--- src/rtl/commit_scheduler_pkg.sv ---
// Shared types for the commit scheduler: requester indices, output-register
// state and the reorder-buffer entry layout.
package commit_scheduler_pkg;

    localparam int ITU   = 0;
    localparam int LSU   = 1;
    localparam int CSR   = 2;
    localparam int TAG_W = 6;

    typedef enum logic {
        EMPTY = 1'b0,
        FULL  = 1'b1
    } out_state_e;

    typedef struct packed {
        logic [31:0] result;
        logic [4:0]  rd;
        logic        exc;
    } rob_entry_t;

endpackage

--- src/rtl/commit_scheduler_rr_arbiter.sv ---
// Round-robin arbiter: first requester at or above ptr (modulo NUM_REQ) wins,
// unless any requester is flagged in prio_i, in which case the lowest such wins.
module rr_arbiter #(
    parameter int NUM_REQ = 3,
    localparam int PW     = (NUM_REQ > 1) ? $clog2(NUM_REQ) : 1
) (
    input  logic [NUM_REQ-1:0] req_i,
    input  logic [PW-1:0]      ptr_i,
    input  logic [NUM_REQ-1:0] prio_i,
    output logic [NUM_REQ-1:0] grant_o,
    output logic [PW-1:0]      grant_idx_o
);

    logic [NUM_REQ-1:0] w_prio_req;
    logic [PW-1:0]      w_cand;
    logic               w_any;

    assign w_prio_req = prio_i & req_i;

    // Scans run high-to-low so the last hit is the first in priority order.
    always_comb begin
        grant_o     = '0;
        grant_idx_o = '0;
        w_cand      = '0;
        w_any       = 1'b0;
        if (|w_prio_req) begin
            for (int i = NUM_REQ - 1; i >= 0; i--) begin
                if (w_prio_req[i]) begin
                    grant_idx_o = PW'(i);
                    w_any       = 1'b1;
                end
            end
        end else begin
            for (int k = NUM_REQ - 1; k >= 0; k--) begin
                w_cand = PW'((int'(ptr_i) + k) % NUM_REQ);
                if (req_i[w_cand]) begin
                    grant_idx_o = w_cand;
                    w_any       = 1'b1;
                end
            end
        end
        if (w_any) begin
            grant_o[grant_idx_o] = 1'b1;
        end
    end

endmodule

--- src/rtl/commit_scheduler.sv ---
// Schedules ITU/LSU/CSR commit buffers onto the single ROB write port through a
// one-deep output register. Optional starvation guard: STARVATION_GUARD_EN.
module commit_scheduler
    import commit_scheduler_pkg::*;
#(
    parameter int NUM_REQ      = 3,
    parameter int STARVE_LIMIT = 7
) (
    input  logic                           clk_i,
    input  logic                           rst_i,
    input  logic                           flush_i,
    input  logic                           stall_i,
    input  logic [NUM_REQ-1:0]             req_valid_i,
    output logic [NUM_REQ-1:0]             req_ready_o,
    input  logic [NUM_REQ-1:0][TAG_W-1:0]  req_tag_i,
    input  rob_entry_t [NUM_REQ-1:0]       req_entry_i,
    output logic                           rob_write_o,
    output logic [TAG_W-1:0]               rob_tag_o,
    output rob_entry_t                     rob_entry_o,
    output logic [1:0]                     grant_id_o,
    output logic                           starved_o
);

    localparam int PW = (NUM_REQ > 1) ? $clog2(NUM_REQ) : 1;

    // Handshake: a buffer's entry transfers on the edge where req_valid_i[i] &
    // req_ready_o[i]; ready is only offered when the output register can load.
    out_state_e          r_state;
    logic [PW-1:0]       r_ptr;
    logic [TAG_W-1:0]    r_tag;
    rob_entry_t          r_entry;
    logic [1:0]          r_gid;

    logic                w_load_en;
    logic                w_arb_en;
    logic [NUM_REQ-1:0]  w_req;
    logic [NUM_REQ-1:0]  w_prio;
    logic [NUM_REQ-1:0]  w_grant;
    logic [PW-1:0]       w_gidx;
    logic                w_fire;

    assign w_load_en = (r_state == EMPTY) | ~stall_i;
    assign w_arb_en  = w_load_en & ~flush_i & ~rst_i;
    assign w_req     = req_valid_i & {NUM_REQ{w_arb_en}};
    assign w_fire    = |w_grant;

    rr_arbiter #(.NUM_REQ(NUM_REQ)) u_arb (
        .req_i       (w_req),
        .ptr_i       (r_ptr),
        .prio_i      (w_prio),
        .grant_o     (w_grant),
        .grant_idx_o (w_gidx)
    );

    assign req_ready_o = w_grant;
    assign rob_write_o = (r_state == FULL);
    assign rob_tag_o   = r_tag;
    assign rob_entry_o = r_entry;
    assign grant_id_o  = r_gid;

    always_ff @(posedge clk_i) begin
        if (rst_i || flush_i) begin
            r_state <= EMPTY;
            r_ptr   <= '0;
            r_tag   <= '0;
            r_entry <= '0;
            r_gid   <= '0;
        end else if (w_fire) begin
            r_state <= FULL;
            r_tag   <= req_tag_i[w_gidx];
            r_entry <= req_entry_i[w_gidx];
            r_gid   <= 2'(w_gidx);
            r_ptr   <= (w_gidx == PW'(NUM_REQ - 1)) ? '0 : w_gidx + 1'b1;
        end else if (!stall_i) begin
            r_state <= EMPTY;
        end
    end

`ifdef STARVATION_GUARD_EN
    localparam int CW = $clog2(STARVE_LIMIT + 1);

    logic [NUM_REQ-1:0][CW-1:0] r_wait;

    always_ff @(posedge clk_i) begin
        if (rst_i || flush_i) begin
            r_wait <= '0;
        end else begin
            for (int i = 0; i < NUM_REQ; i++) begin
                if (!req_valid_i[i] || w_grant[i]) begin
                    r_wait[i] <= '0;
                end else if (r_wait[i] != CW'(STARVE_LIMIT)) begin
                    r_wait[i] <= r_wait[i] + 1'b1;
                end
            end
        end
    end

    always_comb begin
        w_prio = '0;
        for (int i = 0; i < NUM_REQ; i++) begin
            w_prio[i] = (r_wait[i] == CW'(STARVE_LIMIT));
        end
    end

    assign starved_o = |w_prio;
`else
    assign w_prio    = '0;
    // The limit has no effect without the guard; this is constant 0.
    assign starved_o = (STARVE_LIMIT < 0);
`endif

endmodule

--- config.mk ---
export PLATFORM = sky130hd
export DESIGN_NAME = commit_scheduler
export DESIGN_NICKNAME = d
export VERILOG_FILES = /design/src/rtl/commit_scheduler_pkg.sv /design/src/rtl/commit_scheduler_rr_arbiter.sv /design/src/rtl/commit_scheduler.sv
export SDC_FILE = /design/constraint.sdc
export NUM_CORES = 1
export LEC_CHECK = 0
export BUFFER_PORTS_ARGS = -buffer_cell sky130_fd_sc_hd__clkbuf_2
export CORE_ASPECT_RATIO = 0.9
export CORE_MARGIN = 1
export CORE_UTILIZATION = 32
export DETAILED_ROUTE_END_ITERATION = 10
export PLACE_DENSITY = 0.65
export REMOVE_ABC_BUFFERS = 1
export SLEW_MARGIN = 20
export SYNTH_ARGS = -nofsm -noshare
export SYNTH_HDL_FRONTEND = slang
export SYNTH_SLANG_ARGS = --single-unit
--- constraint.sdc ---
create_clock -name clk_i -period 3.3 [get_ports clk_i]
set_input_delay 0.165 -clock clk_i [delete_from_list [all_inputs] [get_ports clk_i]]
set_output_delay 0.165 -clock clk_i [all_outputs]
set_load 0.01 [all_outputs]
# Word-level counts from Yosys, hierarchy flattened
# Cells that the tools add are included.
# word_totals
register_bits	49
latchBits	0
mem_bits_rw	0
mem_bits_ro	0
in_bits	139
out_inout_bits	51
elab_cells	53
mem_count	0
# op_classes
n_addsub	3
n_mul	0
div	3
n_lt_le_gt_ge	5
eq_ne	2
shift	0
muxes	22
bitwise_logic	8
n_reduce_logical	3
# op_table
cell	count
$bmux W38 S2	1
$mod A32 B3 Y32 const B	2
$mux W38	1
$mod A3 B3 Y32 const B	1
$bmux W6 S2	1
$lt A2 B3 Y1 const B	4
$mux W1	9
$mux W2	4
$bmux W1 S2	3
$mux W6	1
$not A1 Y1	4
$add A2 B1 Y3 const B	1
$add A2 B2 Y3 const B	1
$and A3 B3 Y3	1
$mux W3	1
$reduce_or A3 Y1	1
$add A2 B1 Y2 const B	1
$and A1 B1 Y1	2
$demux W1 S2	1
$eq A2 B2 Y1 const B	1
$ge A2 B1 Y1 const B	1
$ne A2 B1 Y1 const B	1
$logic_and A1 B1 Y1	1
$logic_or A1 B1 Y1	1
$or A1 B1 Y1	1

# Longest topological paths before layout
# Gate-level depths: netlist (run 1).
# depth
word_depth	17
mapped_depth	12
mapped_depth_nobuf	8

# Modules after synthesis
# From an unflattened synthesis (run 1), not the netlist that was laid out.
# unflattened
cells_unflattened	319
hier_area_um2	2889.0
# modules_own_cells
mod	n_inst	cells_each	area_each_um2	seq_area_each_um2
commit_scheduler	1	284	2641.3	980.9
rr_arbiter	1	35	247.7	0.0

# Worst setup path before layout (run 1)
# Ideal clock, no wire load.
# synth_path
kind	register -> register
startpoint	register r_ptr[0]
endpoint	register r_entry (netlist bit rob_entry_o[0])
setup_ns	0.124
t_arrival_ns	2.073
required_ns	3.176
setup_slack_ns	1.103
stages_incl_launch_ff	10
n_path_buf	3
synth_period_minus_slack_ns	2.197
path_cell_list	dfxtp_1 > inv_1 > ha_1 > buf_2 > maj3_2 > a2111o_1 > buf_6 > buf_6 > a221oi_2 > a21oi_1
# synth_between
elab_chain_cells	13
word_cells_on_any_way	26
cone_classes	add/sub: 2; div: 3; order compare: 2; mux: 17; reduce/logical: 2
# synth_lines
element	line	rtl
start: declaration	commit_scheduler.sv:29	logic [PW-1:0] r_ptr;
start signal: assignment	commit_scheduler.sv:73	r_ptr <= (w_gidx == PW'(NUM_REQ - 1)) ? '0 : w_gidx + 1'b1;
$add A2 B2 Y3	commit_scheduler_rr_arbiter.sv:35	w_cand = PW'((int'(ptr_i) + k) % NUM_REQ);
$mod A32 B3 Y32	commit_scheduler_rr_arbiter.sv:35	
$bmux W1 S2	commit_scheduler_rr_arbiter.sv:36	if (req_i[w_cand]) begin
$mux W1 (not written as such)	commit_scheduler_rr_arbiter.sv:36	
$mux W2 (3 in a row)	commit_scheduler_rr_arbiter.sv:36	
$lt A2 B3 Y1 (not written as such) or $ge A2 B1 Y1 (tied branches)	commit_scheduler_rr_arbiter.sv:43	grant_o[grant_idx_o] = 1'b1;
$logic_and A1 B1 Y1 (not written as such)	commit_scheduler_rr_arbiter.sv:43	
$mux W1 (not written as such)	commit_scheduler_rr_arbiter.sv:43	
$demux W1 S2	commit_scheduler_rr_arbiter.sv:43	
$mux W3	commit_scheduler_rr_arbiter.sv:42	if (w_any) begin
$reduce_or A3 Y1	commit_scheduler.sv:45	assign w_fire = |w_grant;
end signal: assignment	commit_scheduler.sv:71	r_entry <= req_entry_i[w_gidx];
end: declaration	commit_scheduler.sv:31	rob_entry_t r_entry;
# Several ways; a longest one is shown, not always the timed one. The select of a mux whose other input is x is not followed.
# A chain may end at the register's enable or synchronous reset.

# Worst setup path after layout (run 1)
# layout_path
startpoint	register r_ptr[0]
endpoint	register r_tag[1] (netlist: rob_tag_o[1])
# layout_between
elab_chain_cells	13
word_cells_on_any_way	26
cone_classes	add/sub: 2; div: 3; order compare: 2; mux: 17; reduce/logical: 2
# layout_lines
element	line	rtl
$add A2 B2 Y3	commit_scheduler_rr_arbiter.sv:35	
$mod A32 B3 Y32	commit_scheduler_rr_arbiter.sv:35	
$bmux W1 S2	commit_scheduler_rr_arbiter.sv:36	
$mux W1 (not written as such)	commit_scheduler_rr_arbiter.sv:36	
$mux W2 (3 in a row)	commit_scheduler_rr_arbiter.sv:36	
$lt A2 B3 Y1 (not written as such) or $ge A2 B1 Y1 (tied branches)	commit_scheduler_rr_arbiter.sv:43	
$logic_and A1 B1 Y1 (not written as such)	commit_scheduler_rr_arbiter.sv:43	
$mux W1 (not written as such)	commit_scheduler_rr_arbiter.sv:43	
$demux W1 S2	commit_scheduler_rr_arbiter.sv:43	
$mux W3	commit_scheduler_rr_arbiter.sv:42	
$reduce_or A3 Y1	commit_scheduler.sv:45	
end signal: assignment	commit_scheduler.sv:70	r_tag <= req_tag_i[w_gidx];
end: declaration	commit_scheduler.sv:30	logic [TAG_W-1:0] r_tag;
# Several ways; a longest one is shown, not always the timed one. The select of a mux whose other input is x is not followed.

==> results.ini, run 1 <==
[yosys]
netlist_top_cells_area = dfxtp_1 37%, a221oi_2 15%, a21oi_1 9.0%
ys_seq_area_share_pct = 36.62
post_synth.cell_area_avg_um2 = 8.726
synth_top_area_cell = dfxtp_1
synth.distinct_cells = 31
synth_edf_count = 0
syn_area_mm2 = 0.002679
synth_seq_cells = 49
synthCells = 307
async_reset_ff_share_pct = 0
yosysWarnings = 0
synth_top_area_share_pct = 36.62
synthTopCellsByCount = 49 x dfxtp_1, 48 x a21oi_1, 44 x nand3_1
synth_most_common_cell = dfxtp_1
ys.flop_type = dfxtp_1

[power_and_ir_drop]
p_seq_share_pct = 48.3
clock_power_share_pct = 28.0
power.switching_uw = 371.6
p_comb_share_pct = 23.7
internal_power_uw = 918.7
sw_frac_of_total_pct = 28.80
p_leak_uw = 0.001892
ir_worst_vdd_v = 0.0001623
power_density_mw_per_mm2 = 345.1
design_power_total_uw = 1290

[timing]
relSlewSlack_pct = 56.80
finClkSkew_ps = 10.08
min_period_ps = 2659
drv_slew = 0
setup_violations = 0
final.setup.tns_ps = 0
worst_pin_slew_ps = 647.1
grt_setup_unrepaired = no
setup_slack_ps = 640.9
whs_ps = 92.65
fmax_mhz = 376.1
finalHoldViolCount = 0
min_period_over_period_pct = 80.58

[global_route]
antenna_found_initial = 0
grt_first_pass_wirelength_um = 13730
grt_max_degree = 48
grt_usage_pct = 19.64
gr-total-overflow = 0
grt_pass1_vias = 2884

[place]
io_buffers = 188
post-dp-hpwl_um = 5952
gp_congestion = 0.7778
dp_worst_setup_slack_ps = 530.7

[clocking]
numCtsBuffers = 5
cts_hold_buf = 0
cts_tree = built
clkSinkCount = 49
htreeDepth = 2
post-cts-setup-buffers = 0
clk-insertion-delay-late_ps = 300
clkTransAtPathRegs_ps = 90
clockBufferDepth = 2
cts_resized = 0
cts_root_buf = clkbuf_8

[floorplan]
dieArea_mm2 = 0.008742
coreArea_mm2 = 0.008068
rows = 31
start_util_pct = 33.20
die_w_um = 98.45
die-height_um = 88.80
ioPinCount = 190

[min_path]
min_path_type = primary input to flop

[critical_path]
max_stage_delay_ps = 730
cp-end-kind = flop
slowest_stage = a2111o_2
crit_type = flop to flop
worst-path-buf-inv = 2
critPathTopFamily = compound AO/OA/AOI/OAI gates
crit_arrival_ps = 2840
worstPathMaxFanout = 27
path_cells = inv_1 > ha_1 > maj3_2 > a2111o_2 > buf_12 > a221oi_1 > a21oi_1
start_kind = flop
cp.required_ps = 3480

[route]
via_count = 3144
drc = 11
drtIter0Drc = 115
totalWireLength_um = 8957
wire_per_inst_um = 15.63
drtAntennaViolNets = 0
drt_pass1_iterations = 7
avgViaCountPerCell = 5.487

[status]
outcome = finished with violations
violations = design-rule violations

[finish]
area_delta_synth_final_pct = 39.56
fillers = 803
fin_nets = 615
drive_above_1_share_pct = 50.21
fin_util_pct = 46.34
antennaDiodeCount = 0

[run]
drv_cap = 0

-- metal layers --
metal	global-route usage [%]	vias up	wire length, µm
li1	-	1516	-
met1	23.22	1487	3886
met2	36.49	137	4401
met3	4.502	4	622
met4	4.613	0	46
met5	0	-	0
-- flip-flops by register name (all words and copies together), names as in the netlist --
| name | cells |
|---|---|
| rob_entry_o | 38 |
| rob_tag_o | 6 |
| grant_id_o | 2 |
| r_ptr | 2 |
| rob_write_o | 1 |
-- worst min-delay path: cells and delay by family --
family,cells,cell delay (ps)
AO/OA/AOI/OAI,1,60
buffers and inverters,1,80
AND/OR/NAND/NOR,1,50
-- cell usage in the layout, fill, tap and decap left out, types with 3 or more instances in the layout --
cell type	count
a21oi_1	48
a221oi_1	17
a221oi_2	27
buf_12	3
buf_4	5
clkbuf_2	188
clkbuf_8	6
dfxtp_1	49
inv_1	4
nand2_1	6
nand3_1	44
nor2_1	5
nor3_1	6
o21ai_0	39
o21ai_1	6
-- cells by family after synthesis --
family / count (synthesis) / share of synthesized area, %
compound gates: 148 / 42.22
fa+ha+maj: 3 / 1.354
buf+inv: 42 / 8.033
flops: 49 / 36.62
other cells: 1 / 0.1400
simple gates: 64 / 11.63
-- path summary, 6_finish.rpt --
kind | to | cells past startpoint | slack, ps | start
setup / recovery | rob_tag_o[1] | 7 | 640 | r_ptr[0]
hold / removal | rob_entry_o[25] | 3 | 90 | req_entry_i[25]
setup reg to reg | rob_tag_o[1] | 7 | 640 | r_ptr[0]
hold reg to reg | grant_id_o[0] | 1 | 510 | grant_id_o[0]
-- final cells by class --
| class | count | area, µm² | share of cell area [%] |
|---|---|---|---|
| Timing Repair Buffer | 196 | 1039 | 27.78 |
| Inverter | 6 | 22.52 | 0.6024 |
| Sequential cell | 49 | 980.9 | 26.24 |
| Tap cell | 99 | 123.9 | 3.313 |
| Multi-Input combinational cell | 216 | 1486 | 39.76 |
| Clock buffer | 7 | 86.33 | 2.309 |
-- power by group through the flow --
stage	sequential [µW]	clock [µW]	combinational (µW)
2_1_floorplan	646	0	137
3_3_place_gp	637	0	299
3_5_place_dp	637	0	304
4_1_cts	623	381	305
5_1_grt	626	401	336
6_report	623	362	305
-- through the flow --
step,area [µm²],instances
6_report,3739,573
5_1_grt,3739,573
4_1_cts,3719,572
3_5_place_dp,3632,565
3_3_place_gp,3632,565
2_1_floorplan,2486,271
No activity file was read; power rests on OpenSTA's default activity.
==> run 2: changes to the inputs <==
--- a/config.mk
+++ b/config.mk
@@ -5,12 +5,13 @@
 export SDC_FILE = /design/constraint.sdc
 export NUM_CORES = 1
 export LEC_CHECK = 0
+export ABC_AREA = 1
 export BUFFER_PORTS_ARGS = -buffer_cell sky130_fd_sc_hd__clkbuf_2
 export CORE_ASPECT_RATIO = 0.9
 export CORE_MARGIN = 1
 export CORE_UTILIZATION = 32
 export DETAILED_ROUTE_END_ITERATION = 10
-export PLACE_DENSITY = 0.65
+export PLACE_DENSITY = 0.66
 export REMOVE_ABC_BUFFERS = 1
 export SLEW_MARGIN = 20
 export SYNTH_ARGS = -nofsm -noshare
==> constraint.sdc (replaced) <==
create_clock -name clk_i -period 2.3 [get_ports clk_i]
set_input_delay 0.115 -clock clk_i [delete_from_list [all_inputs] [get_ports clk_i]]
set_output_delay 0.115 -clock clk_i [all_outputs]
set_load 0.01 [all_outputs]
==> run 2 against run 1 <==
The run now ends clean. Sequential power is 65% higher. Final cell count is 34% higher. First-iteration DRC count is 11% higher. Global-route usage is 0.51 points lower. Combinational power grew to 4.9 times the previous value. Via count is 16% higher. Clock skew hardly changed. Non-clock buffer count is 9 higher. Highest routed layer unchanged. Largest cell class unchanged. Setup slack worse by 490 ps. Critical path type is now flop to output port. Synthesized area is 11% higher. Power is 140% higher. Critical endpoint is now req_ready_o[0]. Die area is 10% higher.
==> results.ini, run 2 <==
[status]
outcome = complete, no violations

[global_route]
grt_max_degree = 41
grt_usage_pct = 19.13
grt_first_pass_wirelength_um = 14440
gr-total-overflow = 0
antenna_found_initial = 0
grt_pass1_vias = 3162

[finish]
layout_commonest_cell = clkbuf_2
fin_util_pct = 48.02
area_delta_synth_final_pct = 42.10
largest_reg_flops = 38
antennaDiodeCount = 0
final_cell_mix = 188 x clkbuf_2, 113 x nand2_1, 82 x nand3_1
fin_nets = 789
fillers = 942
drive_above_1_share_pct = 36.21

[floorplan]
dieArea_mm2 = 0.009648
die-height_um = 93.29
die_w_um = 103.4
rows = 32
ioPinCount = 190
start_util_pct = 33.79
coreArea_mm2 = 0.008768

[yosys]
synth_top_area_cell = dfxtp_1
syn_area_mm2 = 0.002963
synth_top_area_share_pct = 33.11
ys_seq_area_share_pct = 33.11
ys.flop_type = dfxtp_1
synthTopCellsByCount = 114 x nand2_1, 83 x nand3_1, 57 x inv_1
async_reset_ff_share_pct = 0
synthCells = 471
synth_seq_cells = 49
synth.distinct_cells = 24
netlist_top_cells_area = dfxtp_1 33%, nand2_1 14%, nand3_1 14%
synth_most_common_cell = nand2_1
synth_edf_count = 0
yosysWarnings = 0
post_synth.cell_area_avg_um2 = 6.291

[clocking]
cts_tree = built
clkTransAtPathRegs_ps = 90
clk-insertion-delay-late_ps = 300
numCtsBuffers = 5
clkSinkCount = 49
cts_root_buf = clkbuf_8
htreeDepth = 2
clockBufferDepth = 2

[min_path]
hp-start = req_entry_i[60]
min_path_cells = 5
min_path_type = primary input to flop
whs_endpoint = rob_entry_o[22]

[critical_path]
r2r_end = rob_tag_o[1]
crit_arrival_ps = 2030
cp.required_ps = 2180
worstPathMaxFanout = 5
start_kind = flop
cp-end-kind = output port
r2r-start = r_ptr[1]
crit_type = flop to output port
reg2reg_depth = 16
rrSetupSlack_ps = 290

[timing]
drv_slew = 0
setup_slack_ps = 153.1
grt_setup_unrepaired = no
min_period_ps = 2147
setup_violations = 0
finalHoldViolCount = 0
whs_ps = 115.0
fmax_mhz = 465.8
min_period_over_period_pct = 93.34
finClkSkew_ps = 9.963

[power_and_ir_drop]
p_leak_uw = 0.002402
p_seq_share_pct = 33.3
internal_power_uw = 1851
p_comb_share_pct = 48.4
power.switching_uw = 1246
clock_power_share_pct = 18.3
power_density_mw_per_mm2 = 735.6
design_power_total_uw = 3097
ir_worst_vdd_v = 0.0003882
sw_frac_of_total_pct = 40.22

[route]
drtAntennaViolNets = 0
totalWireLength_um = 9752
wire_per_inst_um = 12.70
drc = 0
via_count = 3659
drtIter0Drc = 128
drt_pass1_iterations = 4
avgViaCountPerCell = 4.764

[place]
post-dp-hpwl_um = 6860
io_buffers = 188
gp_congestion = 0.7897
dp_worst_setup_slack_ps = 228.8

[run]
drv_cap = 0

## run 2: how the worst max path moves through the flow
stage | depth (start not counted) | start | to | slack (ps)
3_5_place_dp | 12 | r_ptr[0] | req_ready_o[0] | 230
3_3_place_gp | 14 | r_ptr[1] | rob_entry_o[5] | 320
2_1_floorplan | 11 | flush_i | rob_entry_o[0] | -580
6_report | 14 | r_ptr[1] | req_ready_o[0] | 150
5_1_grt | 14 | r_ptr[1] | req_ready_o[0] | 1
4_1_cts | 13 | r_ptr[0] | req_ready_o[0] | 20
## run 2: logic make-up after synthesis
kind of cell | after synthesis | synth area share [%]
AO/OA/AOI/OAI | 42 | 7.770
flip-flops | 49 | 33.11
adder cells (fa/ha/maj) | 2 | 0.8445
AND/OR/NAND/NOR | 283 | 44.34
other | 1 | 0.1266
buffers and inverters | 94 | 13.81
## run 2: area by class of cell
| cell class | instances | area [µm²] | share of cell area, % |
|---|---|---|---|
| multi-input cells | 328 | 1600 | 38.01 |
| repair buffers | 205 | 1149 | 27.28 |
| flip-flops and latches | 49 | 985.9 | 23.42 |
| inverters | 59 | 225.2 | 5.349 |
| well taps | 119 | 148.9 | 3.536 |
| clock buffers | 7 | 96.34 | 2.288 |
| clock inverters | 1 | 5.005 | 0.1189 |
## run 2: power groups by stage
stage / logic, µW / clock network (µW) / registers, µW
detailed placement: 1400 / 0 / 1050
CTS: 1480 / 592 / 1030
global placement: 1370 / 0 / 1040
floorplan: 767 / 0 / 1100
finish: 1500 / 567 / 1030
global route: 1670 / 626 / 1050
## run 2: timing repair
item	4_1_cts	5_1_grt
gates resized for setup	4	10
gates cloned	1	1
pin swaps	0	0
hold buffers	0	0
endpoints found under the setup margin	2	25
setup buffers	1	1
## run 2: metrics by stage
step | TNS (ps) | cells | cell area (µm²)
after floorplan | -27050 | 436 | 2775
after global placement | 0 | 756 | 3990
after detailed placement | 0 | 756 | 3990
after CTS | 0 | 766 | 4148
after global routing | 0 | 768 | 4210
final | 0 | 768 | 4210
## run 2: critical path, cell delays in order (launching register included)
cell	delay, ps
dfxtp_4	370
inv_1	50
ha_2	190
inv_2	100
nand2_1	60
nand3_1	110
nand2_2	90
nor2_2	130
nand2_4	60
nand2_2	90
clkinvlp_4	130
nor2_1	100
nand2_1	70
inv_1	60
clkbuf_2	120
## run 2: per-layer routing
layer | track usage, % | part of all wire (%) | vias up
li1 | - | - | 1882
met1 | 21.55 | 44 | 1622
met2 | 34.82 | 48 | 145
met3 | 4.559 | 6.6 | 10
met4 | 6.221 | 1.2 | 0
met5 | 0 | 0 | -
